File: src/rtl/ladybird_axi_burst_addr_gen.sv
// Purpose: per-beat AXI4 address generator (FIXED/INCR/WRAP) with command legality checking.
// Latency: first beat descriptor one cycle after command acceptance; errors pulse one cycle after.
// Backpressure: beat outputs hold while beat_ready=0; cmd_ready only in IDLE or on the last-beat handshake.
module ladybird_axi_burst_addr_gen #(
  parameter int ADDR_W = 32,
  parameter int DATA_W = 32,
  parameter int LANE_W = $clog2(DATA_W/8)
) (
  input  logic              clk,
  input  logic              nrst,
  input  logic              cmd_valid,
  output logic              cmd_ready,
  input  logic [ADDR_W-1:0] cmd_addr,
  input  logic [7:0]        cmd_len,
  input  logic [2:0]        cmd_size,
  input  logic [1:0]        cmd_burst,
  output logic              beat_valid,
  input  logic              beat_ready,
  output logic [ADDR_W-1:0] beat_addr,
  output logic [LANE_W-1:0] beat_lane,
  output logic [7:0]        beat_idx,
  output logic              beat_last,
  output logic              err_valid,
  output logic [1:0]        err_code
);

  typedef enum logic {S_IDLE, S_BURST} state_e;

  localparam logic [1:0] B_FIXED = 2'd0;
  localparam logic [1:0] B_INCR  = 2'd1;
  localparam logic [1:0] B_WRAP  = 2'd2;
  localparam logic [1:0] B_RSVD  = 2'd3;

  state_e            state_q, state_d;
  logic [ADDR_W-1:0] addr_q, wrap_low_q, wrap_end_q;
  logic [7:0]        idx_q, len_q;
  logic [2:0]        size_q;
  logic [1:0]        burst_q;
  logic              err_valid_q;
  logic [1:0]        err_code_q;

  logic              cmd_acc, beat_acc;
  logic              cmd_err;
  logic [1:0]        cmd_err_code;
  logic [ADDR_W-1:0] cmd_mask, cmd_total, cmd_last_byte, cmd_wrap_low;
  logic [ADDR_W-1:0] step, addr_nxt, wrap_inc;

  // Decode the incoming command: wrap window and first-matching error cause
  always_comb begin
    cmd_mask      = (ADDR_W'(1) << cmd_size) - ADDR_W'(1);
    cmd_total     = (ADDR_W'(cmd_len) + ADDR_W'(1)) << cmd_size;
    cmd_wrap_low  = cmd_addr & ~(cmd_total - ADDR_W'(1));
    cmd_last_byte = (cmd_addr & ~cmd_mask) + (ADDR_W'(cmd_len) << cmd_size) + cmd_mask;
    cmd_err       = 1'b1;
    cmd_err_code  = 2'd0;
    if (cmd_burst == B_RSVD) begin
      cmd_err_code = 2'd0;
    end else if (int'(cmd_size) > LANE_W) begin
      cmd_err_code = 2'd1;
    end else if ((cmd_burst == B_WRAP) &&
                 (!(cmd_len inside {8'd1, 8'd3, 8'd7, 8'd15}) || (|(cmd_addr & cmd_mask)))) begin
      cmd_err_code = 2'd2;
    end else if ((cmd_burst == B_INCR) && (|((cmd_last_byte ^ cmd_addr) >> 12))) begin
      cmd_err_code = 2'd3;
    end else begin
      cmd_err = 1'b0;
    end
  end

  // Address of the following beat for the active burst type
  always_comb begin
    step     = ADDR_W'(1) << size_q;
    wrap_inc = addr_q + step;
    case (burst_q)
      B_INCR:  addr_nxt = (addr_q & ~(step - ADDR_W'(1))) + step;
      B_WRAP:  addr_nxt = (wrap_inc == wrap_end_q) ? wrap_low_q : wrap_inc;
      default: addr_nxt = addr_q;
    endcase
  end

  // FSM outputs; cmd_ready opens on the last-beat handshake for bubble-free chaining
  always_comb begin
    beat_valid = (state_q == S_BURST);
    beat_last  = beat_valid && (idx_q == len_q);
    cmd_ready  = (state_q == S_IDLE) || (beat_valid && beat_ready && beat_last);
    cmd_acc    = cmd_valid && cmd_ready;
    beat_acc   = beat_valid && beat_ready;
  end

  // FSM next state: a legal command starts or continues a burst, an illegal one idles
  always_comb begin
    state_d = state_q;
    case (state_q)
      S_IDLE: begin
        if (cmd_acc && !cmd_err) state_d = S_BURST;
      end
      S_BURST: begin
        if (beat_acc && beat_last) state_d = (cmd_acc && !cmd_err) ? S_BURST : S_IDLE;
      end
      default: state_d = S_IDLE;
    endcase
  end

  // FSM state register
  always_ff @(posedge clk or negedge nrst) begin
    if (!nrst) state_q <= S_IDLE;
    else       state_q <= state_d;
  end

  // Command capture, beat advance and error reporting
  always_ff @(posedge clk or negedge nrst) begin
    if (!nrst) begin
      addr_q      <= '0;
      wrap_low_q  <= '0;
      wrap_end_q  <= '0;
      idx_q       <= '0;
      len_q       <= '0;
      size_q      <= '0;
      burst_q     <= B_FIXED;
      err_valid_q <= 1'b0;
      err_code_q  <= 2'd0;
    end else begin
      err_valid_q <= 1'b0;
      if (cmd_acc) begin
        if (cmd_err) begin
          err_valid_q <= 1'b1;
          err_code_q  <= cmd_err_code;
        end else begin
          addr_q     <= cmd_addr;
          idx_q      <= 8'd0;
          len_q      <= cmd_len;
          size_q     <= cmd_size;
          burst_q    <= cmd_burst;
          wrap_low_q <= cmd_wrap_low;
          wrap_end_q <= cmd_wrap_low + cmd_total;
        end
      end else if (beat_acc && !beat_last) begin
        addr_q <= addr_nxt;
        idx_q  <= idx_q + 8'd1;
      end
    end
  end

  assign beat_addr = addr_q;
  assign beat_lane = addr_q[LANE_W-1:0];
  assign beat_idx  = idx_q;
  assign err_valid = err_valid_q;
  assign err_code  = err_code_q;

endmodule

File: config.mk
export PLATFORM = sky130hd
export DESIGN_NAME = ladybird_axi_burst_addr_gen
export DESIGN_NICKNAME = d
export VERILOG_FILES = /design/src/rtl/ladybird_axi_burst_addr_gen.sv
export SDC_FILE = /design/constraint.sdc
export NUM_CORES = 1
export LEC_CHECK = 0
export CAP_MARGIN = 10
export CORE_ASPECT_RATIO = 1.25
export CORE_UTILIZATION = 35
export CTS_CLUSTER_DIAMETER = 80
export DETAILED_ROUTE_END_ITERATION = 16
export GPL_ROUTABILITY_DRIVEN = 0
export PLACE_DENSITY_LB_ADDON = 0.1
export SLEW_MARGIN = 20
export SYNTH_ARGS = -nofsm -noshare
export SYNTH_HDL_FRONTEND = slang
export SYNTH_SLANG_ARGS = --single-unit
File: constraint.sdc
create_clock -name clk -period 4.3 [get_ports clk]
set_input_delay 0.43 -clock clk [delete_from_list [all_inputs] [get_ports clk]]
set_output_delay 0.43 -clock clk [all_outputs]
set_load 0.1 [all_outputs]
Word level (Yosys, flattened, before mapping)
Index checks and enable logic that the tools add are counted.
- bitwise gates (word level): 10
- shift-type cells: 4
- muxes and demuxes: 21
- reduce and logical (&&, ||, !) cells: 22
- magnitude comparators: 1
- equal/unequal tests: 12
- $add $sub $neg: 10
- operator list (cell ; number):
    32-bit adder ; 5
    32-bit bitwise AND ; 4
    32-bit two-way mux ; 4
    32-bit NOT ; 3
    32-bit case mux with 2 select lines ; 1
    1-bit by 3-bit left shift with 32-bit output, first input constant ; 2
    32-bit by 1-bit subtractor with 32-bit output, second input constant ; 2
    32-bit == test ; 1
    32-bit OR reduction ; 1
    8-bit by 3-bit left shift with 32-bit output ; 1
    9-bit by 3-bit left shift with 32-bit output ; 1
    32-bit by 2-bit subtractor with 32-bit output, second input constant ; 1
    32-bit bitwise XOR ; 1
    8-bit two-way mux ; 3
    20-bit OR reduction ; 1
    8-bit by 1-bit adder with 9-bit output, second input constant ; 1
    8-bit by 1-bit adder with 8-bit output, second input constant ; 1
    8-bit by 1-bit == test with 1-bit output, second input constant ; 1
    8-bit by 2-bit == test with 1-bit output, second input constant ; 1
    8-bit by 3-bit == test with 1-bit output, second input constant ; 1
    8-bit by 4-bit == test with 1-bit output, second input constant ; 1
    8-bit == test ; 1
    1-bit logical AND ; 8
    1-bit two-way mux ; 8
    14 further kinds ; 26
- register bits: 121
- input bits: 49
- output and inout bits: 48
- word-level logic and storage cells: 90

Logic depth before layout (Yosys ltp)
- depth after elaboration: 18
- depth in mapped cells: 26

Worst setup path after synthesis
No wires, ideal clock.
- kind: input port to flip-flop
- from: input port cmd_len[1]
- to: register wrap_end_q[25]
- required time: 4.171 ns
- library setup time: 0.129 ns
- buffers on the path: 2
- stages on the path: 23
- arrival: 5.201 ns
- path slack: -1.030 ns
- cell sequence: clkbuf_1 inv_1 ha_1 nor3b_1 a211oi_1 o2111ai_1 o41ai_1 nand2b_1 or2_2 nor2_1 xnor2_1 and2_1 ha_1 clkbuf_1 and4_1 and3_1 and2_1 o2111a_1 or4b_1 nand4_2 and4bb_2 xor2_1 o21ai_1
- elaborated cells on any way between the ends: 26
- those cells by class: add/sub (5); eq/ne (4); shift (2); mux (4); bitwise (4); reduce/logical (7)
- RTL lines (what ; line ; source):
    start: declaration ; 14 ; input logic [7:0] cmd_len,
    8-bit by 1-bit adder with 9-bit output ; 51 ; cmd_total = (ADDR_W'(cmd_len) + ADDR_W'(1)) << cmd_size;
    9-bit by 3-bit left shift with 32-bit output ; 51 ;
    32-bit by 1-bit subtractor with 32-bit output ; 52 ; cmd_wrap_low = cmd_addr & ~(cmd_total - ADDR_W'(1));
    32-bit NOT ; 52 ;
    32-bit bitwise AND ; 52 ;
    net cmd_wrap_low[11] ; 45 ; logic [ADDR_W-1:0] cmd_mask, cmd_total, cmd_last_byte, cmd_wrap_low;
    32-bit adder ; 135 ; wrap_end_q <= cmd_wrap_low + cmd_total;
    end signal: assignment ; 135 ;
    end: declaration ; 35 ; logic [ADDR_W-1:0] addr_q, wrap_low_q, wrap_end_q;
The timed path passes the listed nets, and every way through them passes these cells.
A chain may end at the register's enable or synchronous reset.

Worst setup path after layout
- from: input port cmd_len[0]
- to: register addr_q[19], in the netlist beat_addr[19]
- longest elaborated chain between the ends: 12
- elaborated cells on any way between the ends: 20
- those cells by class: add/sub (2); eq/ne (5); shift (1); mux (4); bitwise (1); reduce/logical (7)
- RTL lines (what ; line ; source):
    8-bit by 3-bit left shift with 32-bit output ; 53 ; cmd_last_byte = (cmd_addr & ~cmd_mask) + (ADDR_W'(cmd_len) << cmd_size) + cmd_mask;
    32-bit adder (2 in a row) ; 53 ;
    32-bit bitwise XOR ; 63 ; end else if ((cmd_burst == B_INCR) && (|((cmd_last_byte ^ cmd_addr) >> 12))) begin
    20-bit OR reduction ; 63 ;
    1-bit logical AND ; 63 ;
    1-bit two-way mux ; 63 ;
    1-bit two-way mux (*) ; 60 ; end else if ((cmd_burst == B_WRAP) &&
    1-bit two-way mux (*) ; 58 ; end else if (int'(cmd_size) > LANE_W) begin
    1-bit two-way mux (*) ; 56 ; if (cmd_burst == B_RSVD) begin
    2-bit != test (no source line) (*) ; - ;
    3-bit AND reduction (no source line) (*) ; - ;
    end signal: assignment ; 129 ; addr_q <= cmd_addr;
    end signal: assignment ; 138 ; addr_q <= addr_nxt;
    end: declaration ; 35 ;
Every way passes the cells marked *; elsewhere a longest branch is shown, timed or not.

==> summary by stage <==
Routing
The first detailed-routing pass ran for 7 iterations. The final routed DRC violation total is 0. For this block, the routed nets add up to 63610 um of wire. The remaining number of nets flagged by the antenna check after routing is 0. The detailed-route wire length per cell is approximately 22 um. The violation count after the first detailed-routing iteration is 1328. The final route contains ~17000 vias. The via-per-instance ratio is 5.789.

Setup path
The startpoint kind of the worst setup timing path is an input port. The worst setup path is captured at a register. The slowest cell on the critical path is sky130_fd_sc_hd__o41a_1.

The worst setup path category is input port to register. The number of buffers and inverters on the critical path is 4. The dominant delay contributor by cell family on the critical path is compound AO/OA/AOI/OAI gates. Counting buffers and inverters, the worst setup path is 22 cells deep. In this design, the critical path's most frequently occurring cell is sky130_fd_sc_hd__buf_8. The arrival time of data at the critical path endpoint is 4.76 ns. Following the worst setup path forward leads to its endpoint at beat_addr[19].

In this run the critical register-to-register path is launched from size_q[2]. The worst flop-to-flop path endpoint is beat_addr[25]. The largest single stage delay on the critical path is 0.48 ns.

The signal on the critical path passes through buf_8 -> buf_8 -> nor2b_4 -> a21o_1 -> nor2_2 -> a21oi_2 -> nor2_1 -> ha_1 -> ha_4 -> nand3_4 -> buf_6 -> o31ai_4 -> nand3b_1 -> a311oi_4 -> o22ai_2 -> o32ai_4 -> nand4_1 -> o41a_1 -> or2_4 -> buf_4 -> a21oi_1 -> o2bb2ai_1. At the worst endpoint, the required time is 4.59 ns. Counting cells, the worst reg-to-reg path comes to 17. The register-to-register setup slack is -0.14 ns. The timing startpoint of the critical path is cmd_len[0]. The maximum fanout encountered on the critical timing path is 8.

CTS
CTS saw ~120 sinks. The clock-pin transition on the worst setup and hold timing paths is roughly 0.060 ns. The number of buffers added by the clock tree synthesis step is 17. The maximum number of buffers from clock root to sink is 2. The root buffer cell chosen for the clock tree is sky130_fd_sc_hd__clkbuf_16.

The CTS tree is done. The H-tree generated during clock tree synthesis spans 4 levels. Clock latency on the worst-skew pair, taken at its later pin, is about 0.44 ns.

Die
The row count is slightly above 80. The horizontal die dimension is 181.3 um. The die area is around 41000 um2.

The core area is 39420 um2. The number of top-level pins is 97. The initial cell density of the core is between 30 and 40%. Measured along the y axis, the die boundary spans ~230 um.

Global route
The global-route wire length before repair is ~96000 um. The number of global-route vias before repair is between 15000 and 20000. The global router's overall resource usage is just over 30%.

The pin count of the biggest net entering global routing is 97. Global routing finished with a remaining overflow of 0. The number of antenna violations at the first check in global routing is 0.

Timing
The number of pins with negative max-slew slack in the final report came to 0. The total negative setup slack is -7.953 ns. The final count of hold timing violations was 0.

Headroom to the max-slew limit came out at between 30 and 40%. Between clock sinks in the finished design, the worst skew comes to around 0.017 ns. For the pin with the worst max-slew slack, the measured transition is about 1.0 ns. After layout, the minimum clock period comes to approximately 4.5 ns. The worst setup slack after layout is -0.1674 ns.

Setup repair after global routing could not meet its margin everywhere. The worst hold slack is between 0.08 and 0.09 ns. The number of setup violations in the final report is between 100 and 150. Timing would allow up to between 0.2 and 0.25 GHz. The ratio of final minimum period to clock period is 103.9%.

Synthesis
Counting every instance in the synthesized netlist gives approximately 1900. Ranked by instance count, the synthesized netlist is headed by 250 x sky130_fd_sc_hd__nand2_1, 121 x sky130_fd_sc_hd__dfrtp_1, 121 x sky130_fd_sc_hd__o21ai_0, 120 x sky130_fd_sc_hd__a21oi_1, 117 x sky130_fd_sc_hd__clkbuf_1. The predominant post-synthesis flop cell is sky130_fd_sc_hd__dfrtp_1. The dominant cell type by area after synthesis is sky130_fd_sc_hd__dfrtp_1. Yosys instantiated no cell more often than sky130_fd_sc_hd__nand2_1.

For this run, the number of Yosys warnings is 0. Summing every instance area after synthesis gives roughly 14000 um2. The number of enable-type register cells in the synthesized netlist is 0. Ranked by total cell area, the synthesized netlist is headed by sky130_fd_sc_hd__dfrtp_1 22%, sky130_fd_sc_hd__nand2_1 6.7%, sky130_fd_sc_hd__ha_1 6.4%. Synthesis inferred between 100 and 150 register bits. The post-synthesis area per instance is approximately 7.6 um2. Of all flip-flops after synthesis, the portion carrying an async set or reset was 100.0%. For this run, the register share of the synthesized area comes to between 20% and 30%.

The top cell type by area accounts for ~22% of the synthesized area. Counting distinct cell types in the post-synthesis netlist gives 100.

Hold path
The tightest min-delay check is of the input port to asynchronous set/reset pin type.

Job
Max-cap violations in this run came to 0.

Pwr
The power density normalized to cell area is approximately 550 nW/um2. Summed over all cells, the static leakage comes to 0.009574 uW. The worst-case IR drop observed on VDD is between 0.3 and 0.4 mV.

Final layout
The number of antenna cells inserted is 0. The final layout contains between 2000 and 3000 nets. Relative to the synthesized area, the layout overhead comes to 58.28%. After routing the design area is 22270 um2. Cells with a size suffix above 1 make up roughly two fifths of the layout.

Outcome
The final reports fail on negative setup slack. The run finished, with violations left.

Placement
The HPWL after detailed placement is about 48000 um. At the placement stage, the worst setup path has a slack of -1.105 ns. In this run the cell area measured after placement is 18960 um2.

The number of input and output port buffers inserted is 96.
-- power breakdown --
part / switching (uW) / leakage [uW] / internal (uW)
logic: 4880 / 0.00774 / 3400
registers: 644 / 0.00151 / 1630
clock network: 579 / 0.000320 / 1060
total: 6110 / 0.00957 / 6090
-- state kept, by name, summed over array words and instances, names as in the netlist --
signal / cells
size_q: 3
err_valid: 1
beat_idx: 8
beat_valid: 1
wrap_low_q: 32
burst_q: 2
wrap_end_q: 32
len_q: 8
beat_addr: 32
err_code: 2
-- repair_timing --
action | CTS | global route
cloned | 9 | 4
gates resized for setup | 250 | 199
endpoints found under the hold margin | 0 | 0
setup endpoints to repair | 121 | 119
hold buffers | 0 | 0
pin swaps | 98 | 77
buffers inserted | 55 | 31
-- how the worst min path moves through the flow --
stage | cells past startpoint | slack [ns] | start | to
6_report | 1 | 0.09 | nrst | size_q[2]
5_1_grt | 1 | 0.16 | nrst | size_q[2]
4_1_cts | 1 | 0.15 | nrst | size_q[2]
3_5_place_dp | 2 | 0.48 | wrap_low_q[4] | wrap_low_q[4]
3_3_place_gp | 1 | 0.47 | wrap_low_q[23] | wrap_low_q[23]
2_1_floorplan | 0 | 0.13 | nrst | beat_addr[0]
-- cell type report --
cell class	count	area, um2
clock buffers	20	456.7
clock inverters	12	195.2
fillers	3571	17150
inverters	61	239.0
multi-input cells	1542	12040
flip-flops and latches	121	3040
well taps	498	623.1
repair buffers	651	5674
-- cells by family (layout without fill, tap and decap cells) --
group / after synthesis / after routing / share of synthesized area [%]
buffers and inverters: 213 / 744 / 6.305
AND/OR/NAND/NOR: 699 / 699 / 24.86
adder cells (fa/ha/maj): 74 / 74 / 6.616
flip-flops: 121 / 121 / 21.52
multiplexers: 75 / 75 / 5.727
XOR/XNOR: 145 / 145 / 9.426
AO/OA/AOI/OAI: 534 / 534 / 25.52
other: 1 / 15 / 0.02665
-- through the flow --
stage	power, uW	util, %	cells
final	12200	56.49	2905
after global placement	9357	48.10	2783
after CTS	11640	53.91	2876
after global routing	12770	56.49	2905
after floorplan	6792	-	1876
after detailed placement	9406	48.10	2783
-- layer usage --
metal	GRT usage (%)	vias up	wire length, um	part of all wire (%)
li1	-	7860	-	-
met1	38.49	8100	26520	42
met2	52.00	666	30640	48
met3	3.306	190	3535	5.6
met4	13.53	0	2913	4.6
met5	0	-	0	0
-- cell usage in the layout, fill, tap and decap left out, types with 18 or more instances in the layout --
cell / netlist / routed
sky130_fd_sc_hd__inv_1: 59 / 54
sky130_fd_sc_hd__clkbuf_16: 0 / 20
sky130_fd_sc_hd__o211ai_1: 26 / 26
sky130_fd_sc_hd__and3_1: 36 / 30
sky130_fd_sc_hd__a21o_1: 20 / 19
sky130_fd_sc_hd__xor2_1: 49 / 45
sky130_fd_sc_hd__mux2i_1: 34 / 29
sky130_fd_sc_hd__nand2_1: 250 / 207
sky130_fd_sc_hd__a21oi_1: 120 / 98
sky130_fd_sc_hd__a21oi_2: 1 / 19
sky130_fd_sc_hd__ha_1: 72 / 43
sky130_fd_sc_hd__nand3_1: 56 / 48
sky130_fd_sc_hd__nand2b_1: 29 / 27
sky130_fd_sc_hd__o21ai_0: 121 / 59
sky130_fd_sc_hd__o21ai_2: 0 / 18
sky130_fd_sc_hd__nand4_1: 37 / 37
sky130_fd_sc_hd__o21ai_1: 4 / 46
sky130_fd_sc_hd__ha_4: 0 / 27
sky130_fd_sc_hd__nor3_1: 39 / 31
sky130_fd_sc_hd__buf_4: 5 / 487
sky130_fd_sc_hd__buf_6: 6 / 42
sky130_fd_sc_hd__nor2_1: 112 / 87
sky130_fd_sc_hd__dfrtp_1: 121 / 111
sky130_fd_sc_hd__xnor2_1: 92 / 89
sky130_fd_sc_hd__nand2_2: 0 / 36
sky130_fd_sc_hd__mux2_4: 1 / 24
sky130_fd_sc_hd__clkdlybuf4s50_1: 0 / 81
Power figures use the tool's default switching activity.
